===== config.mk =====
export PLATFORM = sky130hd
export DESIGN_NAME = punc_control
export DESIGN_NICKNAME = d
export VERILOG_FILES = /design/src/rtl/punc_control.sv
export SDC_FILE = /design/constraint.sdc
export NUM_CORES = 1
export LEC_CHECK = 0
export CAP_MARGIN = 20
export CORE_ASPECT_RATIO = 0.6
export CORE_UTILIZATION = 30
export CTS_BUF_LIST = sky130_fd_sc_hd__clkbuf_4 sky130_fd_sc_hd__clkbuf_8 sky130_fd_sc_hd__clkbuf_16
export DETAILED_ROUTE_END_ITERATION = 7
export PLACE_DENSITY = 0.6
export SYNTH_ARGS = -nofsm -noshare
export SYNTH_HDL_FRONTEND = slang
export SYNTH_SLANG_ARGS = --single-unit

===== constraint.sdc =====
create_clock -name clk -period 1.6 [get_ports clk]
set_clock_uncertainty 0.15 [all_clocks]
set_input_delay 0.32 -clock clk [delete_from_list [all_inputs] [get_ports clk]]
set_output_delay 0.32 -clock clk [all_outputs]
set_load 0.01 [all_outputs]

===== src/rtl/punc_control.sv =====
`default_nettype none
// ============================================================================
// Module   : punc_control
// Purpose  : PUnC LC3 control unit; sequences INIT/FETCH/DECODE/EXECUTE/HALT
//            and drives every datapath select and enable.
// Revision : 1.0
// ============================================================================
module punc_control #(
    parameter int CNT_W = 16
) (
    input  logic             clk,
    input  logic             rst,
    input  logic [15:0]      ir,
    input  logic             n,
    input  logic             z,
    input  logic             p,
    output logic             ir_ld,
    output logic             pc_clr,
    output logic             pc_inc,
    output logic             pc_ld,
    output logic [1:0]       pc_ld_data_sel,
    output logic [1:0]       mem_r_addr_sel,
    output logic             mem_w_addr_sel,
    output logic             mem_w_en,
    output logic             rf_r0_addr_sel,
    output logic             rf_r1_addr_sel,
    output logic             rf_w_addr_sel,
    output logic [1:0]       rf_w_data_sel,
    output logic             rf_w_en,
    output logic [1:0]       alu_sel,
    output logic             alu_b_sel,
    output logic             cond_ld,
    output logic             halted,
    output logic [CNT_W-1:0] instr_count
);

    localparam int c_STATE_W = 3;

    typedef enum logic [c_STATE_W-1:0] {
        ST_INIT    = 3'd0,
        ST_FETCH   = 3'd1,
        ST_DECODE  = 3'd2,
        ST_EXECUTE = 3'd3,
        ST_HALT    = 3'd4
    } state_t;

    localparam logic [3:0] c_OP_BR  = 4'b0000;
    localparam logic [3:0] c_OP_ADD = 4'b0001;
    localparam logic [3:0] c_OP_LD  = 4'b0010;
    localparam logic [3:0] c_OP_ST  = 4'b0011;
    localparam logic [3:0] c_OP_JSR = 4'b0100;
    localparam logic [3:0] c_OP_AND = 4'b0101;
    localparam logic [3:0] c_OP_LDR = 4'b0110;
    localparam logic [3:0] c_OP_STR = 4'b0111;
    localparam logic [3:0] c_OP_NOT = 4'b1001;
    localparam logic [3:0] c_OP_JMP = 4'b1100;
    localparam logic [3:0] c_OP_LEA = 4'b1110;

    typedef struct packed {
        logic       ir_ld;
        logic       pc_clr;
        logic       pc_inc;
        logic       pc_ld;
        logic [1:0] pc_ld_data_sel;
        logic [1:0] mem_r_addr_sel;
        logic       mem_w_addr_sel;
        logic       mem_w_en;
        logic       rf_r0_addr_sel;
        logic       rf_r1_addr_sel;
        logic       rf_w_addr_sel;
        logic [1:0] rf_w_data_sel;
        logic       rf_w_en;
        logic [1:0] alu_sel;
        logic       alu_b_sel;
        logic       cond_ld;
        logic       halted;
    } ctrl_t;

    state_t            r_state_q;
    state_t            w_state_d;
    ctrl_t             r_ctrl_q;
    ctrl_t             w_ctrl_d;
    logic [CNT_W-1:0]  r_count_q;
    logic [CNT_W-1:0]  w_count_d;
    logic              w_unsupported;
    logic              w_unused_ir;

    // Control word for the state about to be entered; registering it keeps
    // every output glitch-free while still matching the Moore decode.
    function automatic ctrl_t decode(input state_t st, input logic [15:0] instr,
                                     input logic nn, input logic zz, input logic pp);
        ctrl_t c;
        c = '0;
        case (st)
            ST_INIT:  c.pc_clr = 1'b1;
            ST_FETCH: begin
                c.ir_ld  = 1'b1;
                c.pc_inc = 1'b1;
            end
            ST_EXECUTE: begin
                case (instr[15:12])
                    c_OP_ADD, c_OP_AND: begin
                        c.rf_w_en   = 1'b1;
                        c.cond_ld   = 1'b1;
                        c.alu_sel   = (instr[15:12] == c_OP_AND) ? 2'd1 : 2'd0;
                        c.alu_b_sel = instr[5];
                    end
                    c_OP_NOT: begin
                        c.rf_w_en = 1'b1;
                        c.cond_ld = 1'b1;
                        c.alu_sel = 2'd2;
                    end
                    c_OP_BR: c.pc_ld = (instr[11] & nn) | (instr[10] & zz) | (instr[9] & pp);
                    c_OP_JMP: begin
                        c.pc_ld          = 1'b1;
                        c.pc_ld_data_sel = 2'd1;
                    end
                    c_OP_JSR: begin
                        c.rf_w_en        = 1'b1;
                        c.rf_w_addr_sel  = 1'b1;
                        c.rf_w_data_sel  = 2'd2;
                        c.pc_ld          = 1'b1;
                        c.pc_ld_data_sel = instr[11] ? 2'd2 : 2'd1;
                    end
                    c_OP_LD, c_OP_LDR: begin
                        c.mem_r_addr_sel = (instr[15:12] == c_OP_LDR) ? 2'd2 : 2'd1;
                        c.rf_w_data_sel  = 2'd1;
                        c.rf_w_en        = 1'b1;
                        c.cond_ld        = 1'b1;
                    end
                    c_OP_LEA: begin
                        c.rf_w_data_sel = 2'd3;
                        c.rf_w_en       = 1'b1;
                    end
                    c_OP_ST: begin
                        c.rf_r0_addr_sel = 1'b1;
                        c.mem_w_en       = 1'b1;
                    end
                    c_OP_STR: begin
                        c.rf_r0_addr_sel = 1'b1;
                        c.rf_r1_addr_sel = 1'b1;
                        c.mem_w_addr_sel = 1'b1;
                        c.mem_w_en       = 1'b1;
                    end
                    default: c = '0;
                endcase
            end
            ST_HALT: c.halted = 1'b1;
            default: c = '0;
        endcase
        return c;
    endfunction

    // TRAP is treated as HALT; RTI, LDI, STI and the reserved opcode stop the core.
    assign w_unsupported = ir[15:12] inside {4'b1111, 4'b1000, 4'b1010, 4'b1011, 4'b1101};
    assign w_unused_ir   = ^{ir[8:6], ir[4:0]};

    always_comb begin
        w_state_d = r_state_q;
        w_count_d = r_count_q;
        case (r_state_q)
            ST_INIT:    w_state_d = ST_FETCH;
            ST_FETCH:   w_state_d = ST_DECODE;
            ST_DECODE:  w_state_d = w_unsupported ? ST_HALT : ST_EXECUTE;
            ST_EXECUTE: begin
                w_state_d = ST_FETCH;
                w_count_d = r_count_q + CNT_W'(1);
            end
            ST_HALT:    w_state_d = ST_HALT;
            default:    w_state_d = ST_INIT;
        endcase
        w_ctrl_d = decode(w_state_d, ir, n, z, p);
    end

    always_ff @(posedge clk) begin
        if (rst) begin
            r_state_q <= ST_INIT;
            r_ctrl_q  <= decode(ST_INIT, ir, n, z, p);
            r_count_q <= '0;
        end else begin
            r_state_q <= w_state_d;
            r_ctrl_q  <= w_ctrl_d;
            r_count_q <= w_count_d;
        end
    end

    assign ir_ld          = r_ctrl_q.ir_ld;
    assign pc_clr         = r_ctrl_q.pc_clr;
    assign pc_inc         = r_ctrl_q.pc_inc;
    assign pc_ld          = r_ctrl_q.pc_ld;
    assign pc_ld_data_sel = r_ctrl_q.pc_ld_data_sel;
    assign mem_r_addr_sel = r_ctrl_q.mem_r_addr_sel;
    assign mem_w_addr_sel = r_ctrl_q.mem_w_addr_sel;
    assign mem_w_en       = r_ctrl_q.mem_w_en;
    assign rf_r0_addr_sel = r_ctrl_q.rf_r0_addr_sel;
    assign rf_r1_addr_sel = r_ctrl_q.rf_r1_addr_sel;
    assign rf_w_addr_sel  = r_ctrl_q.rf_w_addr_sel;
    assign rf_w_data_sel  = r_ctrl_q.rf_w_data_sel;
    assign rf_w_en        = r_ctrl_q.rf_w_en;
    assign alu_sel        = r_ctrl_q.alu_sel;
    assign alu_b_sel      = r_ctrl_q.alu_b_sel;
    assign cond_ld        = r_ctrl_q.cond_ld;
    assign halted         = r_ctrl_q.halted;
    assign instr_count    = r_count_q;

endmodule
`default_nettype wire


# [Word level (Yosys, flattened, before mapping)]
# Index checks and enable logic that the tools add are counted.
[classes] reduce_logical=14 mux=17 n_bitwise=8 eq_ne=22 add_sub_neg=1
[ops] cell="4-bit equality test (second input constant)" count=8
[ops] cell="16-bit by 1-bit adder with 16-bit output (second input constant)" count=1
[ops] cell="4-bit by 3-bit equality test with 1-bit output (second input constant)" count=4
[ops] cell="3-bit case mux with 4 select lines" count=1
[ops] cell="2-bit OR reduction" count=6
[ops] cell="3-bit by 2-bit equality test with 1-bit output (second input constant)" count=3
[ops] cell="4-bit by 2-bit equality test with 1-bit output (second input constant)" count=2
[ops] cell="1-bit two-way mux" count=8
[ops] cell="2-bit case mux with 2 select lines" count=2
[ops] cell="7-bit OR reduction" count=1
[ops] cell="3-bit by 1-bit equality test with 1-bit output (second input constant)" count=2
[ops] cell="3-bit equality test (second input constant)" count=2
[ops] cell="3-bit zero test" count=2
[ops] cell="2-bit two-way mux" count=3
[ops] cell="2-bit case mux with 3 select lines" count=1
[ops] cell="3-bit OR reduction" count=2
[ops] cell="5-bit nonzero test" count=1
[ops] cell="5-bit OR reduction" count=1
[ops] cell="4-bit by 1-bit equality test with 1-bit output (second input constant)" count=1
[ops] cell="4-bit zero test" count=1
[ops] cell="1-bit AND" count=3
[ops] cell="3-bit two-way mux" count=1
[ops] cell="1-bit NOT" count=3
[ops] cell="1-bit OR" count=2
[ops] cell="1-bit case mux with 2 select lines" count=1
[totals] regBits=38 output_inout_bits=37 elab_cells=79 in_bits=21

# [Longest topological paths before layout]
[logic_depth] word_depth=7 mapped_depth=5 mapped_depth_nobuf=5

# [Worst setup path before layout]
# OpenSTA, ideal clock, no wires.
[synth_timing] kind="register to register" from="register r_count_q[0], in the netlist instr_count[0]" to="register r_count_q[10], in the netlist instr_count[10]" n_path_buf=0 stages_incl_launch_ff=6 synth_period_minus_slack_ps=1553 setup_slack_ps=47 t_required_ps=1380 t_arrival_ps=1332 setup_time_ps=70 path_cell_list="dfxtp_1 ha_1 and3_1 nand2_1 or3_1 a21oi_1"
[synth_between] elab_chain_cells=1
[synth_lines] element="from (decl)" line_no="83" source="logic [CNT_W-1:0] r_count_q;"
[synth_lines] element="from (signal assigned)" line_no="183" source="r_count_q <= w_count_d;"
[synth_lines] element="16-bit by 1-bit adder with 16-bit output" line_no="167" source="w_count_d = r_count_q + CNT_W'(1);"
# Every way passes these cells.
# A chain may end at the register's enable or synchronous reset.

# [Final worst setup path]
[layout_timing] from="register r_count_q[1], in the netlist instr_count[1]" to="output port instr_count[1]"
[layout_rtl] element="to (decl)" line_no="34" source="output logic [CNT_W-1:0] instr_count"
# No word-level cell between the ends.

==> results.toml <==
[global_routing]
grt_pass1_vias = 1300
grtUsageTotal_pct = 15.5
overflow = 0
antenna_found_initial = 0
grt_max_degree = 14
grt_pass1_wl_mm = 6.22

[critical_path]
reg2reg_depth = 4
path_max_fanout = 5
timing.rr.end = "instr_count[15]"
cpPeakStageDelay_ps = 360
required_ps = 1130
crit_type = "register to primary output"
r2r-start = "r_state_q[0]"
start_kind = "register"
path_buf_inv = 2
cp.depth = 2
critPathLaunch = "instr_count[1]"
cp-endpoint = "instr_count[1]"
crit_family = "buffers and inverters"
cp_slowest_cell = "dfxtp_4"
crit_chain = "buf_4 -> dlygate4sd2_1"
cp-end-kind = "primary output"
arrival_ps = 1050
ff2ff_setup_slack_ps = 90

[layout]
drive_gt1_share_pct = 25.4
layout_commonest_cell = "buf_4"
mostFrequentLayoutCells = "buf_4, dlygate4sd2_1, dfxtp_1"
nets = 273
n_fill_cell = 455
fin_util_pct = 52.4
final_cells = 315
diodes = 0
area_growth_syn_to_layout_pct = 62.3

[worst_hold_path]
hp-class = "register to register"
min_from = "instr_count[15]"

[route]
top_layer = "met4"
firstDrtPassIters = 4
postRouteAntennaNets = 0
wl_met3_um = 149
drt-met1-wl_mm = 2.16
wire_per_inst_um = 11.8
viasPerCell = 4.55
drtIter0Drc = 84
wirelength_mm = 3.73
route.met2.wl_mm = 1.37
route.vias.total = 1433
drc = 0

[placed_design]
finalWeightedCongestion = 0.819
portBuffers = 49
placedCellCount = 307
dp_hpwl_mm = 2.98

[power]
p_per_area_nw_per_um2 = 870
seqPwrFrac_pct = 44.4
switching_share_pct = 21.4
internal_power_mw = 1.68
peakVddDrop_v = 0.000396
p_comb_share_pct = 10.0
clkPwrFrac_pct = 45.6
power_switching_uw = 460
p_leak_nw = 1.18

[clock_tree]
htree_levels = 2
numClockSinks = 37
tritoncts = "built"
numCtsBuffers = 5
postCtsSetupRepairBufs = 0
clock_latency_ps = 290
ctsHoldBuffers = 0
root_buffer = "clkbuf_8"
cts.clk_slew.worst_paths_ps = 80
cts_max_path_buffers = 2

[synthesis]
yosysWarnings = 0
yosysSeqAreaShare_pct = 48.8
syn_nets = 186
yosysTopAreaCell = "dfxtp_1"
ys_ff_latch = 37
synth_top_area_share_pct = 48.8
synth.area.top_cells = "dfxtp_1, nor2_1, xnor2_1"
synth_area_um2 = 1520
synth_cells = 164
yosysUniqueCellTypes = 38
syn_avg_cell_area_um2 = 9.26

[floorplanning]
die_y_um = 57.1
core_um2 = 4710
die-area_um2 = 5360
row_count = 19
die_w_um = 93.9
pin_count = 58
start_util_pct = 32.3

[timing]
relSlewSlack_pct = 79.5
min_period_ps = 1520
period_share_pct = 95.0
worst_pin_slew_ps = 308
rsz0062_at_grt = "true"
hold_violations = 0
tns_ps = 0
fmax_mhz = 658
holdWs_ps = 338
setup_viol = 0
final_max_slew_viol_count = 0

[outcome]
status = "complete, no violations"

[run]
drv_cap = 0
[tightest hold or removal path: cells and delay by family (launching register included)]
kind,cells,cell delay (ps)
AO/OA/AOI/OAI,2,130
flip-flops,1,320
[flip-flops by register name, indices dropped and copies added (netlist names), 2 cells and up]
| signal | count |
|---|---|
| rf_w_data_sel | 2 |
| instr_count | 16 |
| r_state_q | 3 |
| pc_ld_data_sel | 2 |
| alu_sel | 2 |
| mem_r_addr_sel | 2 |
[timing repair]
action / 4_1_cts / 5_1_grt
cloned: 0 / 0
endpoints found under the setup margin: 36 / 15
gates resized for setup: 41 / 9
[cells by family after synthesis]
kind of cell / synth area share [%]
XOR/XNOR: 6.34
flip-flops: 48.8
AO/OA/AOI/OAI: 8.57
buffers and inverters: 4.20
AND/OR/NAND/NOR: 31.3
adder cells (fa/ha/maj): 0.824
[synthesized netlist by cell type]
library cell / count
dfxtp_1: 37
nor2_1: 20
nand2_1: 13
a21oi_1: 6
nor3_1: 6
o21ai_0: 6
xnor2_1: 6
and3_1: 5
o21a_1: 5
xor2_1: 5
buf_4: 4
clkbuf_1: 4
inv_1: 4
nand3_1: 4
nand4_1: 4
and2_1: 3
and4_1: 3
nand4b_1: 3
nor2b_1: 3
or3_1: 3
nand2b_1: 2
nor4_1: 2
a211oi_1: 1
a222oi_1: 1
a2bb2oi_1: 1
and2b_1: 1
and3b_1: 1
and4_2: 1
buf_1: 1
ha_1: 1
nand3b_1: 1
nand4_4: 1
nor3_2: 1
nor3b_1: 1
nor4_4: 1
o22ai_1: 1
or2_1: 1
or3_4: 1
[how the worst min path moves through the flow]
| stage | to | slack, ps | depth (start not counted) |
|---|---|---|---|
| 3_3_place_gp | instr_count[15] | 320 | 2 |
| 4_1_cts | instr_count[15] | 350 | 2 |
| 6_report | instr_count[15] | 340 | 2 |
| 5_1_grt | instr_count[1] | 380 | 2 |
| 2_1_floorplan | rf_w_addr_sel | 240 | 1 |
| 3_5_place_dp | instr_count[15] | 340 | 2 |
[layer usage]
metal / global-route usage, % / vias to the layer above
met5: 0 / -
met4: 5.93 / 0
met3: 4.00 / 4
met2: 19.3 / 27
met1: 24.5 / 653
li1: - / 749
[cell type report]
| cell class | instances | area [um^2] | share of cell area [%] |
|---|---|---|---|
| inverters | 4 | 15.0 | 0.609 |
| clock inverters | 3 | 68.8 | 2.79 |
| well taps | 63 | 78.8 | 3.20 |
| flip-flops and latches | 37 | 751 | 30.5 |
| multi-input cells | 114 | 734 | 29.8 |
| clock buffers | 5 | 68.8 | 2.79 |
| repair buffers | 89 | 748 | 30.4 |
[power by group through the flow]
stage	clock network (mW)	logic, mW	registers, mW
6_report	0.978	0.214	0.952
5_1_grt	1.05	0.234	0.954
4_1_cts	1.00	0.211	0.951
3_5_place_dp	0	0.220	0.975
3_3_place_gp	0	0.220	0.975
2_1_floorplan	0	0.0829	0.979
[through the flow]
| stage | cell area (um^2) | setup slack [ps] | power, mW |
|---|---|---|---|
| 2_1_floorplan | 1520 | 47.2 | 1.06 |
| 3_3_place_gp | 2340 | -221 | 1.19 |
| 3_5_place_dp | 2340 | -225 | 1.20 |
| 4_1_cts | 2440 | 1.97 | 2.17 |
| 5_1_grt | 2460 | -7.91 | 2.24 |
| 6_report | 2460 | 79.3 | 2.14 |
(Power assumes the default switching activity.)
